### config.mk
export PLATFORM = sky130hd
export DESIGN_NAME = gecko_writeback_flat
export DESIGN_NICKNAME = d
export VERILOG_FILES = /design/src/rtl/gecko_writeback_pkg.sv /design/src/rtl/gecko_writeback_if.sv /design/src/rtl/gecko_writeback_fifo.sv /design/src/rtl/gecko_writeback.sv /design/src/flat_wrapper.sv
export SDC_FILE = /design/constraint.sdc
export NUM_CORES = 1
export LEC_CHECK = 0
export CAP_MARGIN = 40
export CORE_MARGIN = 2
export CORE_UTILIZATION = 45
export CTS_CLUSTER_SIZE = 10
export DETAILED_ROUTE_END_ITERATION = 7
export HOLD_SLACK_MARGIN = 0.03
export PLACE_DENSITY = 0.86
export REMOVE_ABC_BUFFERS = 1
export SYNTH_ARGS = -nofsm -noshare
export SYNTH_HDL_FRONTEND = slang
export SYNTH_SLANG_ARGS = --single-unit
### constraint.sdc
create_clock -name clk -period 4.9 [get_ports clk]
set_clock_uncertainty 0.2 [all_clocks]
set_input_delay 0.98 -clock clk [delete_from_list [all_inputs] [get_ports clk]]
set_output_delay 0.98 -clock clk [all_outputs]
set_load 0.05 [all_outputs]
### src/rtl/gecko_writeback_pkg.sv
// rtl/gecko_writeback_pkg.sv - shared types, load funct3 codes and source ids for the writeback stage
package gecko_writeback_pkg;

  localparam logic [2:0] FUNCT3_LB  = 3'b000;
  localparam logic [2:0] FUNCT3_LH  = 3'b001;
  localparam logic [2:0] FUNCT3_LW  = 3'b010;
  localparam logic [2:0] FUNCT3_LBU = 3'b100;
  localparam logic [2:0] FUNCT3_LHU = 3'b101;

  typedef struct packed {
    logic [4:0] rd_addr;
    logic [2:0] funct3;
    logic [1:0] offset;
  } gecko_load_command_t;

  typedef struct packed {
    logic [4:0]  rd_addr;
    logic [31:0] rd_value;
  } gecko_reg_result_t;

  typedef enum logic [1:0] {
    SRC_LOAD = 2'd0,
    SRC_ALU  = 2'd1,
    SRC_CSR  = 2'd2
  } wb_src_e;

  // Round-robin successor in the order load -> ALU -> CSR -> load.
  function automatic wb_src_e next_src(wb_src_e s);
    case (s)
      SRC_LOAD: next_src = SRC_ALU;
      SRC_ALU:  next_src = SRC_CSR;
      default:  next_src = SRC_LOAD;
    endcase
  endfunction

endpackage

### src/rtl/gecko_writeback_if.sv
// rtl/gecko_writeback_if.sv - valid/ready stream and memory-result interfaces with modports
interface std_stream_intf #(parameter int WIDTH = 37);
  logic             valid;
  logic             ready;
  logic [WIDTH-1:0] data;

  modport in     (input valid, input data, output ready);
  modport out    (output valid, output data, input ready);
  modport slave  (input valid, input data, output ready);
  modport master (output valid, output data, input ready);
endinterface

interface std_mem_intf #(parameter int WIDTH = 32);
  logic             valid;
  logic             ready;
  logic [WIDTH-1:0] data;

  modport in     (input valid, input data, output ready);
  modport out    (output valid, output data, input ready);
  modport slave  (input valid, input data, output ready);
  modport master (output valid, output data, input ready);
endinterface

### src/rtl/gecko_writeback_fifo.sv
// rtl/gecko_writeback_fifo.sv - std_fifo, synchronous FIFO holding outstanding load commands
module std_fifo #(
  parameter int WIDTH = 10,
  parameter int DEPTH = 4
) (
  input  logic             clk,
  input  logic             rst,
  input  logic             push_i,
  input  logic [WIDTH-1:0] push_data_i,
  input  logic             pop_i,
  output logic [WIDTH-1:0] pop_data_o,
  output logic             full_o,
  output logic             empty_o
);
  localparam int AW = $clog2(DEPTH);

  logic [WIDTH-1:0] mem_q [DEPTH];
  logic [AW:0]      wr_ptr_q, wr_ptr_d;
  logic [AW:0]      rd_ptr_q, rd_ptr_d;
  logic             do_push, do_pop;

  // Pointers carry one wrap bit so full and empty are distinguishable.
  assign empty_o    = (wr_ptr_q == rd_ptr_q);
  assign full_o     = (wr_ptr_q[AW] != rd_ptr_q[AW]) && (wr_ptr_q[AW-1:0] == rd_ptr_q[AW-1:0]);
  assign pop_data_o = mem_q[rd_ptr_q[AW-1:0]];
  assign do_push    = push_i && !full_o;
  assign do_pop     = pop_i && !empty_o;

  always_comb begin
    wr_ptr_d = wr_ptr_q;
    rd_ptr_d = rd_ptr_q;
    if (do_push) wr_ptr_d = wr_ptr_q + 1'b1;
    if (do_pop)  rd_ptr_d = rd_ptr_q + 1'b1;
  end

  always_ff @(posedge clk) begin
    if (rst) begin
      wr_ptr_q <= '0;
      rd_ptr_q <= '0;
    end else begin
      wr_ptr_q <= wr_ptr_d;
      rd_ptr_q <= rd_ptr_d;
    end
  end

  always_ff @(posedge clk) begin
    if (do_push) mem_q[wr_ptr_q[AW-1:0]] <= push_data_i;
  end
endmodule

### src/rtl/gecko_writeback.sv
// rtl/gecko_writeback.sv - load alignment plus load/ALU/CSR writeback arbiter
// Optional round-robin arbitration: define GECKO_WRITEBACK_ROUND_ROBIN_EN (default fixed priority).
module gecko_writeback
  import gecko_writeback_pkg::*;
#(
  parameter int LOAD_QUEUE_DEPTH = 4
) (
  input  logic              clk,
  input  logic              rst,
  std_stream_intf.in        load_command_in,
  std_mem_intf.in           data_result_in,
  std_stream_intf.in        alu_result_in,
  std_stream_intf.in        csr_result_in,
  output logic              register_writeback_valid,
  output gecko_reg_result_t register_writeback_out,
  output logic              load_queue_empty
);
  gecko_load_command_t push_cmd, head;
  logic                fifo_full, fifo_empty;
  logic                load_cand, alu_cand, csr_cand, grant;
  wb_src_e             winner;
  logic [31:0]         word, load_value;
  logic [7:0]          byte_sel;
  logic [15:0]         half_sel;
  gecko_reg_result_t   win_result;
  logic                wb_valid_q, wb_valid_d;
  gecko_reg_result_t   wb_out_q, wb_out_d;

  assign push_cmd              = load_command_in.data[$bits(gecko_load_command_t)-1:0];
  assign load_command_in.ready = !fifo_full && !rst;

  std_fifo #(
    .WIDTH($bits(gecko_load_command_t)),
    .DEPTH(LOAD_QUEUE_DEPTH)
  ) u_load_queue (
    .clk        (clk),
    .rst        (rst),
    .push_i     (load_command_in.valid && load_command_in.ready),
    .push_data_i(push_cmd),
    .pop_i      (data_result_in.ready),
    .pop_data_o (head),
    .full_o     (fifo_full),
    .empty_o    (fifo_empty)
  );

  assign load_queue_empty = fifo_empty;
  assign word             = data_result_in.data;
  assign half_sel         = head.offset[1] ? word[31:16] : word[15:0];

  always_comb begin
    case (head.offset)
      2'd0:    byte_sel = word[7:0];
      2'd1:    byte_sel = word[15:8];
      2'd2:    byte_sel = word[23:16];
      default: byte_sel = word[31:24];
    endcase
    case (head.funct3)
      FUNCT3_LB:  load_value = {{24{byte_sel[7]}}, byte_sel};
      FUNCT3_LH:  load_value = {{16{half_sel[15]}}, half_sel};
      FUNCT3_LBU: load_value = {24'd0, byte_sel};
      FUNCT3_LHU: load_value = {16'd0, half_sel};
      default:    load_value = word;
    endcase
  end

  // A result can only pair with a command already sitting in the queue.
  assign load_cand = data_result_in.valid && !fifo_empty && !rst;
  assign alu_cand  = alu_result_in.valid && !rst;
  assign csr_cand  = csr_result_in.valid && !rst;
  assign grant     = load_cand || alu_cand || csr_cand;

`ifdef GECKO_WRITEBACK_ROUND_ROBIN_EN
  wb_src_e rr_q, rr_d;

  assign rr_d = grant ? next_src(winner) : rr_q;

  always_ff @(posedge clk) begin
    if (rst) rr_q <= SRC_LOAD;
    else     rr_q <= rr_d;
  end
`endif

  always_comb begin
    winner = SRC_LOAD;
`ifdef GECKO_WRITEBACK_ROUND_ROBIN_EN
    case (rr_q)
      SRC_ALU: begin
        if (alu_cand)       winner = SRC_ALU;
        else if (csr_cand)  winner = SRC_CSR;
        else                winner = SRC_LOAD;
      end
      SRC_CSR: begin
        if (csr_cand)       winner = SRC_CSR;
        else if (load_cand) winner = SRC_LOAD;
        else if (alu_cand)  winner = SRC_ALU;
      end
      default: begin
        if (load_cand)      winner = SRC_LOAD;
        else if (alu_cand)  winner = SRC_ALU;
        else if (csr_cand)  winner = SRC_CSR;
      end
    endcase
`else
    if (load_cand)      winner = SRC_LOAD;
    else if (alu_cand)  winner = SRC_ALU;
    else if (csr_cand)  winner = SRC_CSR;
`endif
  end

  assign data_result_in.ready = grant && (winner == SRC_LOAD);
  assign alu_result_in.ready  = grant && (winner == SRC_ALU);
  assign csr_result_in.ready  = grant && (winner == SRC_CSR);

  always_comb begin
    case (winner)
      SRC_ALU: win_result = alu_result_in.data;
      SRC_CSR: win_result = csr_result_in.data;
      default: win_result = '{rd_addr: head.rd_addr, rd_value: load_value};
    endcase
    // Writes to x0 are consumed silently.
    wb_valid_d = grant && (win_result.rd_addr != 5'd0);
    wb_out_d   = wb_valid_d ? win_result : '0;
  end

  always_ff @(posedge clk) begin
    if (rst) begin
      wb_valid_q <= 1'b0;
      wb_out_q   <= '0;
    end else begin
      wb_valid_q <= wb_valid_d;
      wb_out_q   <= wb_out_d;
    end
  end

  assign register_writeback_valid = wb_valid_q;
  assign register_writeback_out   = wb_out_q;
endmodule
### src/flat_wrapper.sv
// flat-port wrapper written by rule: the top's interface ports become plain ports
module gecko_writeback_flat import gecko_writeback_pkg::*;
#(
  parameter int LOAD_QUEUE_DEPTH = 4
)
  (clk, rst, register_writeback_valid, register_writeback_out, load_queue_empty, load_command_in_valid, load_command_in_data, load_command_in_ready, data_result_in_valid, data_result_in_data, data_result_in_ready, alu_result_in_valid, alu_result_in_data, alu_result_in_ready, csr_result_in_valid, csr_result_in_data, csr_result_in_ready);
  std_stream_intf load_command_in_i ();
  std_mem_intf data_result_in_i ();
  std_stream_intf alu_result_in_i ();
  std_stream_intf csr_result_in_i ();
  input  logic clk;
  input  logic rst;
  output logic register_writeback_valid;
  output gecko_reg_result_t register_writeback_out;
  output logic load_queue_empty;
  input wire logic [$bits(load_command_in_i.valid)-1:0] load_command_in_valid;
  input wire logic [$bits(load_command_in_i.data)-1:0] load_command_in_data;
  output wire logic [$bits(load_command_in_i.ready)-1:0] load_command_in_ready;
  input wire logic [$bits(data_result_in_i.valid)-1:0] data_result_in_valid;
  input wire logic [$bits(data_result_in_i.data)-1:0] data_result_in_data;
  output wire logic [$bits(data_result_in_i.ready)-1:0] data_result_in_ready;
  input wire logic [$bits(alu_result_in_i.valid)-1:0] alu_result_in_valid;
  input wire logic [$bits(alu_result_in_i.data)-1:0] alu_result_in_data;
  output wire logic [$bits(alu_result_in_i.ready)-1:0] alu_result_in_ready;
  input wire logic [$bits(csr_result_in_i.valid)-1:0] csr_result_in_valid;
  input wire logic [$bits(csr_result_in_i.data)-1:0] csr_result_in_data;
  output wire logic [$bits(csr_result_in_i.ready)-1:0] csr_result_in_ready;
  assign load_command_in_i.valid = load_command_in_valid;
  assign load_command_in_i.data = load_command_in_data;
  assign load_command_in_ready = load_command_in_i.ready;
  assign data_result_in_i.valid = data_result_in_valid;
  assign data_result_in_i.data = data_result_in_data;
  assign data_result_in_ready = data_result_in_i.ready;
  assign alu_result_in_i.valid = alu_result_in_valid;
  assign alu_result_in_i.data = alu_result_in_data;
  assign alu_result_in_ready = alu_result_in_i.ready;
  assign csr_result_in_i.valid = csr_result_in_valid;
  assign csr_result_in_i.data = csr_result_in_data;
  assign csr_result_in_ready = csr_result_in_i.ready;
  gecko_writeback #(.LOAD_QUEUE_DEPTH(LOAD_QUEUE_DEPTH)) u_core (.clk(clk), .rst(rst), .load_command_in(load_command_in_i), .data_result_in(data_result_in_i), .alu_result_in(alu_result_in_i), .csr_result_in(csr_result_in_i), .register_writeback_valid(register_writeback_valid), .register_writeback_out(register_writeback_out), .load_queue_empty(load_queue_empty));
endmodule
# Yosys cells after proc, flatten, opt, wreduce, memory -nomap -nowiden
# Memories as Yosys holds them, arrays and structs flattened. A register that Yosys moved wholly into a read port is not among the register bits.
# Cells that the tools add are included.
# classes
mux	11
reduce_logical	23
eq_ne	10
n_bitwise	1
addsub	2
# ops
operator	count
$pmux W32 S4	1
$pmux W37 S2	1
$pmux W8 S3	1
$mux W16	1
$logic_and A1 B1 Y1	13
$mux W2	5
$add A3 B1 Y3 const B	2
$eq A3 B3 Y1 const B	2
$reduce_bool A5 Y1	1
$eq A2 B1 Y1 const B	2
$eq A2 B2 Y1 const B	2
$logic_not A2 Y1	2
$eq A3 B1 Y1 const B	1
$eq A3 B3 Y1	1
$logic_not A1 Y1	3
$logic_not A3 Y1	1
$eq A2 B2 Y1	1
$logic_or A1 B1 Y1	2
$mux W1	2
$reduce_or A2 Y1	1
$ne A1 B1 Y1	1
$not A1 Y1	1
# word_totals
mem_bits_rw	40
in_bits	149
word_cells	53
register_bits	44
mem_count	1
output_inout_bits	43
# mem_list
memory	depth	width	rd	rd_clocked_by_memory_dff	write_ports	line	rtl
u_core.u_load_queue.mem_q	4	10	1	1	1	gecko_writeback_fifo.sv:17	logic [WIDTH-1:0] mem_q [DEPTH];

# Logic depth before layout (Yosys ltp)
# Gate-level depths: netlist of the first run.
# logic_depth
word_depth	11
ltp_mapped	7
mapped_depth_nobuf	5

# Hierarchy
# A second synthesis of the first run with hierarchy kept.
# unflattened
cells_unflattened	378
area_unflattened_um2	4295.4
# modules_own_cells
module	seq_area_each_um2	area_each_um2	n_inst	cells_each
gecko_writeback	760.7	2278.4	1	258
std_fifo	1361.3	2016.9	1	120

# Worst setup path before layout of the first run
# No wires, ideal clock.
# synth_path
path_type	input to output
startpoint	input alu_result_in_valid
endpoint	output csr_result_in_ready
t_required_ns	3.720
n_path_buf	2
slack_ns	1.351
path_stages	4
t_arrival_ns	2.369
cell_sequence	clkbuf_1 > nor3b_1 > clkbuf_1 > and2_1
# synth_between
elab_chain_cells	5
elab_cells_between_ends	7
classes_between	eq/ne (1); mux (2); reduce/logical (4)
# synth_lines
item	line	rtl
from (decl)	flat_wrapper.sv:22	input wire logic [$bits(alu_result_in_i.valid)-1:0] alu_result_in_valid;
$logic_and A1 B1 Y1 (*)	gecko_writeback.sv:68	assign alu_cand = alu_result_in.valid && !rst;
$mux W2	gecko_writeback.sv:105	else if (alu_cand) winner = SRC_ALU;
$mux W2	gecko_writeback.sv:104	if (load_cand) winner = SRC_LOAD;
$eq A2 B2 Y1	gecko_writeback.sv:112	assign csr_result_in.ready = grant && (winner == SRC_CSR);
$logic_and A1 B1 Y1 (*)	gecko_writeback.sv:112	
to (decl)	flat_wrapper.sv:27	output wire logic [$bits(csr_result_in_i.ready)-1:0] csr_result_in_ready;
# Mark *: on every way between the ends. The rest lies on a longest branch, timed or not.

# Worst setup path in the final report of the first run
# layout_path
startpoint	input alu_result_in_valid
endpoint	output alu_result_in_ready
# layout_between
elab_chain_cells	5
elab_cells_between_ends	7
classes_between	eq/ne (1); mux (2); reduce/logical (4)
# layout_lines
item	line	rtl
$logic_and A1 B1 Y1 (*)	gecko_writeback.sv:68	
$mux W2	gecko_writeback.sv:105	
$mux W2	gecko_writeback.sv:104	
$eq A2 B1 Y1	gecko_writeback.sv:111	assign alu_result_in.ready = grant && (winner == SRC_ALU);
$logic_and A1 B1 Y1 (*)	gecko_writeback.sv:111	
to (decl)	flat_wrapper.sv:24	output wire logic [$bits(alu_result_in_i.ready)-1:0] alu_result_in_ready;
# Marked as above.

==> results of run 1 <==
-- kinds of logic after synthesis --
group,after synthesis,synth area share
compound gates,126,0.232
buf+inv,30,0.0334
flops,86,0.510
fa+ha+maj,5,0.0150
mux,21,0.0806
xor+xnor,9,0.0189
simple gates,96,0.110
-- metrics by stage --
step,utilization,area [sq um]
after floorplan,-,4040
after global placement,0.644,5860
after detailed placement,0.644,5860
after CTS,0.666,6060
after global routing,0.666,6060
final,0.666,6060
-- flip-flops by register name (all words and copies together) (netlist names), named ones only --
| signal | cells |
|---|---|
| u_core.u_load_queue.mem_q | 40 |
| u_core.u_load_queue.wr_ptr_q | 3 |
| u_core.u_load_queue.rd_ptr_q | 3 |
| u_core.register_writeback_valid | 1 |
| u_core.register_writeback_out | 37 |
-- per-layer routing --
layer	part of all wire	vias to the layer above	GRT usage
met5	0	-	0
met4	0.022	0	0.0885
met3	0.084	25	0.0453
met2	0.51	175	0.422
met1	0.38	1795	0.281
li1	-	1738	-
-- synth_stat cells (2+ instances only) --
| library cell | n | area share |
|---|---|---|
| sky130_fd_sc_hd__a211oi_1 | 8 | 0.014 |
| sky130_fd_sc_hd__a21oi_1 | 39 | 0.047 |
| sky130_fd_sc_hd__a221oi_1 | 10 | 0.021 |
| sky130_fd_sc_hd__a22oi_1 | 32 | 0.058 |
| sky130_fd_sc_hd__a2bb2oi_1 | 7 | 0.015 |
| sky130_fd_sc_hd__a31oi_1 | 7 | 0.011 |
| sky130_fd_sc_hd__a31oi_2 | 10 | 0.030 |
| sky130_fd_sc_hd__and2_1 | 7 | 0.011 |
| sky130_fd_sc_hd__buf_2 | 5 | 0.0060 |
| sky130_fd_sc_hd__buf_6 | 2 | 0.0054 |
| sky130_fd_sc_hd__clkbuf_1 | 15 | 0.014 |
| sky130_fd_sc_hd__dfxtp_1 | 46 | 0.22 |
| sky130_fd_sc_hd__edfxtp_1 | 40 | 0.29 |
| sky130_fd_sc_hd__ha_1 | 5 | 0.015 |
| sky130_fd_sc_hd__inv_1 | 5 | 0.0045 |
| sky130_fd_sc_hd__mux2i_1 | 11 | 0.026 |
| sky130_fd_sc_hd__mux4_2 | 10 | 0.054 |
| sky130_fd_sc_hd__nand2_1 | 16 | 0.014 |
| sky130_fd_sc_hd__nand3b_1 | 3 | 0.0054 |
| sky130_fd_sc_hd__nor2_1 | 52 | 0.047 |
| sky130_fd_sc_hd__nor2b_1 | 4 | 0.0060 |
| sky130_fd_sc_hd__nor3_1 | 5 | 0.0060 |
| sky130_fd_sc_hd__nor3b_1 | 2 | 0.0036 |
| sky130_fd_sc_hd__o21ai_0 | 3 | 0.0036 |
| sky130_fd_sc_hd__xnor2_1 | 5 | 0.011 |
| sky130_fd_sc_hd__xor2_1 | 4 | 0.0084 |
-- layout by cell type (no fill, tap or decap), types with 8 or more instances in the layout --
| master | n |
|---|---|
| sky130_fd_sc_hd__mux2i_1 | 11 |
| sky130_fd_sc_hd__a31oi_2 | 10 |
| sky130_fd_sc_hd__nand2_1 | 16 |
| sky130_fd_sc_hd__nor2_1 | 52 |
| sky130_fd_sc_hd__a21oi_1 | 39 |
| sky130_fd_sc_hd__clkdlybuf4s50_1 | 163 |
| sky130_fd_sc_hd__a211oi_1 | 8 |
| sky130_fd_sc_hd__a22oi_1 | 32 |
| sky130_fd_sc_hd__edfxtp_1 | 40 |
| sky130_fd_sc_hd__clkbuf_8 | 9 |
| sky130_fd_sc_hd__mux4_2 | 10 |
| sky130_fd_sc_hd__dfxtp_1 | 46 |
| sky130_fd_sc_hd__a221oi_1 | 10 |
-- worst max-delay path, cell delays in order --
cell	delay, ps
sky130_fd_sc_hd__clkdlybuf4s50_1	720
sky130_fd_sc_hd__nor2b_2	230
sky130_fd_sc_hd__and2_1	140
sky130_fd_sc_hd__clkdlybuf4s50_1	800
-- final cells by class --
class	count	area, sq um
Fill cell	676	3050
Sequential cell	86	2120
Multi-Input combinational cell	257	1910
Timing Repair Buffer	169	1680
Tap cell	111	139
Clock buffer	9	124
Clock inverter	7	75.1
Inverter	5	18.8
-- power by group through the flow --
stage	clock network (mW)	logic (mW)	registers [mW]
3_5_place_dp	0	0.787	0.869
6_report	0.486	0.790	0.850
2_1_floorplan	0	0.332	1.02
4_1_cts	0.498	0.789	0.853
5_1_grt	0.527	0.839	0.859
3_3_place_gp	0	0.774	0.867
-- how the worst max path moves through the flow --
stage / slack [ps] / cells after the start / from / to
5_1_grt: 800 / 4 / u_core.u_load_queue.wr_ptr_q[0] / alu_result_in_ready
2_1_floorplan: 320 / 2 / alu_result_in_valid / csr_result_in_ready
6_report: 860 / 4 / alu_result_in_valid / alu_result_in_ready
4_1_cts: 880 / 4 / alu_result_in_valid / alu_result_in_ready
3_5_place_dp: 880 / 4 / alu_result_in_valid / alu_result_in_ready
3_3_place_gp: 900 / 4 / alu_result_in_valid / alu_result_in_ready
==> out/summary.md, run 1 <==
Outcome
- completed — outcome

Yosys
- 373 — synthesized instance count
- 86 — flip-flop and latch count after synthesis
- 11.2 sq um — average size of a mapped cell
- 0.00416 sq mm — Syn Std Cell Area
- 0 — number of warning messages in the yosys log
- 40 — number of enable-type register cells in the synthesized netlist
- 0.510 — sequential fraction of the synthesis area
- 46 — synth unique cells
- sky130_fd_sc_hd__dfxtp_1 — most used flip-flop cell after synthesis
- 0 — async set-or-reset flop fraction in the synthesized netlist

Placement
- 164 — number of buffers added on ports
- 628 — cell count after placement
- 0.845 — GPL Wtd Cong
- 881 ps — Post-Place Worst Slack
- 8900 um — HPWL after detailed placement

Die
- 192 — IO Count
- 0.00911 sq mm — Std-Cell Core Area
- 35 — FP Rows
- 0.457 — starting density of the core
- 0.0100 sq mm — Total Die Area
- 100 um — Die X-Extent
- 100 um — die boundary height

Global routing
- 0.236 — global-route usage over all layers
- 3747 — number of global-route vias before repair
- 42 — maximum number of pins on one net before global-route repair
- 0 — sum of overflow across all layers after global routing
- 18600 um — wire length of the first global-routing pass
- 0 — antenna violations before repair

Critical path
- 2860 ps — crit path DAT
- u_core.register_writeback_out[24] — Reg-to-Reg End
- 14 — Max FO, Critical Path
- in -> out — critical path start-end classification
- primary output — type of destination of the critical path
- 5 — count of cells along the worst register-to-register path
- 3720 ps — CP Data Required Time
- input port — startpoint types
- 1910 ps — Reg2Reg Setup Slack

STA
- 908 ps — slew at the pin closest to its max-slew limit
- 0 — count of final setup violators
- no — setup repair after global routing missed its margin
- 0.825 — share of the cycle needed by the critical path after routing
- 0.395 — Relative slew margins
- 0.247 GHz — max frequency
- 856 ps — Setup WS post-layout
- 0 — number of hold-slack violations in the final timing report
- 4040 ps — shortest period the worst path allows
- 368 ps — Hold WS
- 0 ps — Final TNS setup
- 0 — final number of max-transition violations

Clock network
- 86 — clock sink total
- 0 — Hold-fix buffers, CTS
- 3 — number of levels the H-tree was split into
- sky130_fd_sc_hd__clkbuf_8 — Root Buffer Master
- 0 — number of buffers added for setup after CTS
- 2 — buffers from clock root to sink, at most
- 0 — Gates resized, CTS repair
- 90 ps — CTS clock-pin slew for the worst setup and hold paths
- 350 ps — later-pin clock latency in the skew report
- 9 — Inserted Clock Buffers
- built — clock tree from TritonCTS

Final layout
- 644 — Final Non-Filler Cells
- 0.103 — share of final-layout standard cells stronger than drive strength 1
- 0 — diode count
- 682 — Layout Nets
- 45.7% — relative area change from synthesis to final layout

Pwr
- 1.34 mW — P_int
- 2.12 nW — reported leakage power
- 0.370 — Net Sw Frac
- 0.372 — part of the power in combinational logic
- 2.13 mW — power consumption
- 0.229 — clock group share of total power
- 0.220 mV — maximum vdd ir drop
- 351 mW/mm^2 — Power Density
- 0.400 — sequential fraction of design power
- 0.786 mW — reported net switching power

Routing
- 210 — initial drt markers
- 3733 — routed via count
- 5.80 — ratio of routed vias to standard cells
- 18.7 um — post-DR wirelength/cell
- 0 — antenna-violating nets left
- 5 — first-pass iteration count of the detailed router
- 12000 um — wire length reported by the detailed router
- 0 — residual DRC count

Hold path
- 2 — cell depth of the worst hold path
- reg -> reg — type of the worst min-delay path
- u_core.u_load_queue.wr_ptr_q[2] — destination of the worst hold path
- u_core.u_load_queue.wr_ptr_q[2] — HP Start

Job
- 0 — max capacitance violation total

(Power assumes the default switching activity.)
==> inputs of run 2 (changes only) <==
--- a/config.mk
+++ b/config.mk
@@ -7,11 +7,11 @@
 export LEC_CHECK = 0
 export CAP_MARGIN = 40
 export CORE_MARGIN = 2
-export CORE_UTILIZATION = 45
+export CORE_UTILIZATION = 38
 export CTS_CLUSTER_SIZE = 10
 export DETAILED_ROUTE_END_ITERATION = 7
 export HOLD_SLACK_MARGIN = 0.03
-export PLACE_DENSITY = 0.86
+export PLACE_DENSITY = 0.78
 export REMOVE_ABC_BUFFERS = 1
 export SYNTH_ARGS = -nofsm -noshare
 export SYNTH_HDL_FRONTEND = slang
==> constraint.sdc (replaced) <==
create_clock -name clk -period 3.7 [get_ports clk]
set_clock_uncertainty 0.2 [all_clocks]
set_input_delay 0.74 -clock clk [delete_from_list [all_inputs] [get_ports clk]]
set_output_delay 0.74 -clock clk [all_outputs]
set_load 0.05 [all_outputs]
==> out/summary.md, run 2 (same netlist as run 1, synthesis figures left out) <==
Routing
- 181 — initial drt markers
- 18.6 um — post-DR wirelength/cell
- 5 — first-pass iteration count of the detailed router
- 3645 — routed via count
- 0 — antenna-violating nets left
- 0 — residual DRC count
- 5.39 — ratio of routed vias to standard cells
- 12600 um — wire length reported by the detailed router

Clock network
- 0 — Gates resized, CTS repair
- 0 — Hold-fix buffers, CTS
- built — clock tree from TritonCTS
- sky130_fd_sc_hd__clkbuf_8 — Root Buffer Master
- 370 ps — later-pin clock latency in the skew report
- 86 — clock sink total
- 3 — number of levels the H-tree was split into
- 2 — buffers from clock root to sink, at most
- 9 — Inserted Clock Buffers
- 0 — number of buffers added for setup after CTS
- 100 ps — CTS clock-pin slew for the worst setup and hold paths

Final layout
- sky130_fd_sc_hd__clkdlybuf4s50_1 (160), sky130_fd_sc_hd__nor2_1 (52), sky130_fd_sc_hd__dfxtp_1 (46), sky130_fd_sc_hd__edfxtp_1 (40), sky130_fd_sc_hd__a21oi_1 (39) — leading cell types in the layout, fill and taps excluded
- 676 — Final Non-Filler Cells
- 40 — number of flip-flops in the largest register
- 685 — Layout Nets
- 48.3% — relative area change from synthesis to final layout
- 0.112 — share of final-layout standard cells stronger than drive strength 1
- 0 — diode count
- sky130_fd_sc_hd__clkdlybuf4s50_1 — most common cell after layout, fill and taps aside

Global routing
- 36 — maximum number of pins on one net before global-route repair
- 0 — antenna violations before repair
- 0.248 — Global Route met1 Usage
- 0.214 — global-route usage over all layers
- 0.372 — met2 track demand over resource
- met2 — layer with the highest usage after global routing
- 19100 um — wire length of the first global-routing pass
- 0 — sum of overflow across all layers after global routing
- 0.0598 — global routing usage on met3
- 3630 — number of global-route vias before repair

Placement
- 164 — number of buffers added on ports
- 660 — cell count after placement
- 0.912 — GPL Wtd Cong
- 9550 um — HPWL after detailed placement

Hold path
- reg -> reg — type of the worst min-delay path
- u_core.u_load_queue.rd_ptr_q[1] — HP Start

Die
- 109 um — Die X-Extent
- 109 um — die boundary height
- 0.387 — starting density of the core
- 0.0118 sq mm — Total Die Area
- 38 — FP Rows
- 192 — IO Count
- 0.0107 sq mm — Std-Cell Core Area

Job
- 0 — max capacitance violation total

STA
- 0.319 GHz — max frequency
- 3140 ps — shortest period the worst path allows
- 0 — number of hold-slack violations in the final timing report
- 0 — count of final setup violators
- no — setup repair after global routing missed its margin
- 348 ps — Hold WS
- 0 — final number of max-transition violations
- 0.452 — Relative slew margins
- 0.848 — share of the cycle needed by the critical path after routing
- 822 ps — slew at the pin closest to its max-slew limit

Critical path
- u_core.u_load_queue.wr_ptr_q[1] — CP Launch Point
- reg -> out — critical path start-end classification
- 16 — Max FO, Critical Path
- 2200 ps — crit path DAT
- 2760 ps — CP Data Required Time
- flip-flop — startpoint types
- primary output — type of destination of the critical path
- u_core.u_load_queue.wr_ptr_q[1] — worst reg2reg startpoint

Pwr
- 2.90 mW — power consumption
- 0.206 mV — maximum vdd ir drop
- 471 mW/mm^2 — Power Density
- 2.16 nW — reported leakage power

Outcome
- completed — outcome

==> run 2: cell type report <==
cell class                      count  area, sq um
Sequential cell                    86         2120
Timing Repair Buffer              172         1730
Clock buffer                        9          124
Multi-Input combinational cell    257         1910
Fill cell                         909         4580
Tap cell                          140          175
Clock inverter                      7         92.6
Inverter                            5         18.8
==> run 2: per-stage QoR <==
step           utilization  area [sq um]  setup TNS, ps  worst slack (ps)
3_3_place_gp         0.554          5950              0               498
5_1_grt              0.574          6170              0               412
3_5_place_dp         0.554          5950              0               457
6_report             0.574          6170              0               563
2_1_floorplan            -          4040           -399              -399
4_1_cts              0.574          6170              0               553
==> run 2: power breakdown <==
group	switching [mW]	total, mW	internal, mW
Clock	0.384	0.715	0.331
Sequential	0.0439	1.12	1.08
Combinational	0.624	1.07	0.445
Total	1.05	2.90	1.85
==> run 2: worst max-delay path, stage by stage (launching register included) <==
cell and delay, ps:
sky130_fd_sc_hd__dfxtp_1 460, sky130_fd_sc_hd__xor2_1 170, sky130_fd_sc_hd__o31ai_4 760, sky130_fd_sc_hd__and2_1 280, sky130_fd_sc_hd__buf_12 150
==> run 2: per-layer routing <==
metal	up-vias	wire (um)
li1	1749	-
met1	1723	4890
met2	148	6240
met3	25	1070
met4	0	369
met5	-	0
==> run 2: worst paths after layout <==
check	to	slack, ps	depth (start not counted)
worst min-delay path	flip-flop	350	2
worst max-delay path	csr_result_in_ready	560	4
worst max register to register	u_core.register_writeback_out[15]	860	6
worst min register to register	flip-flop	350	2
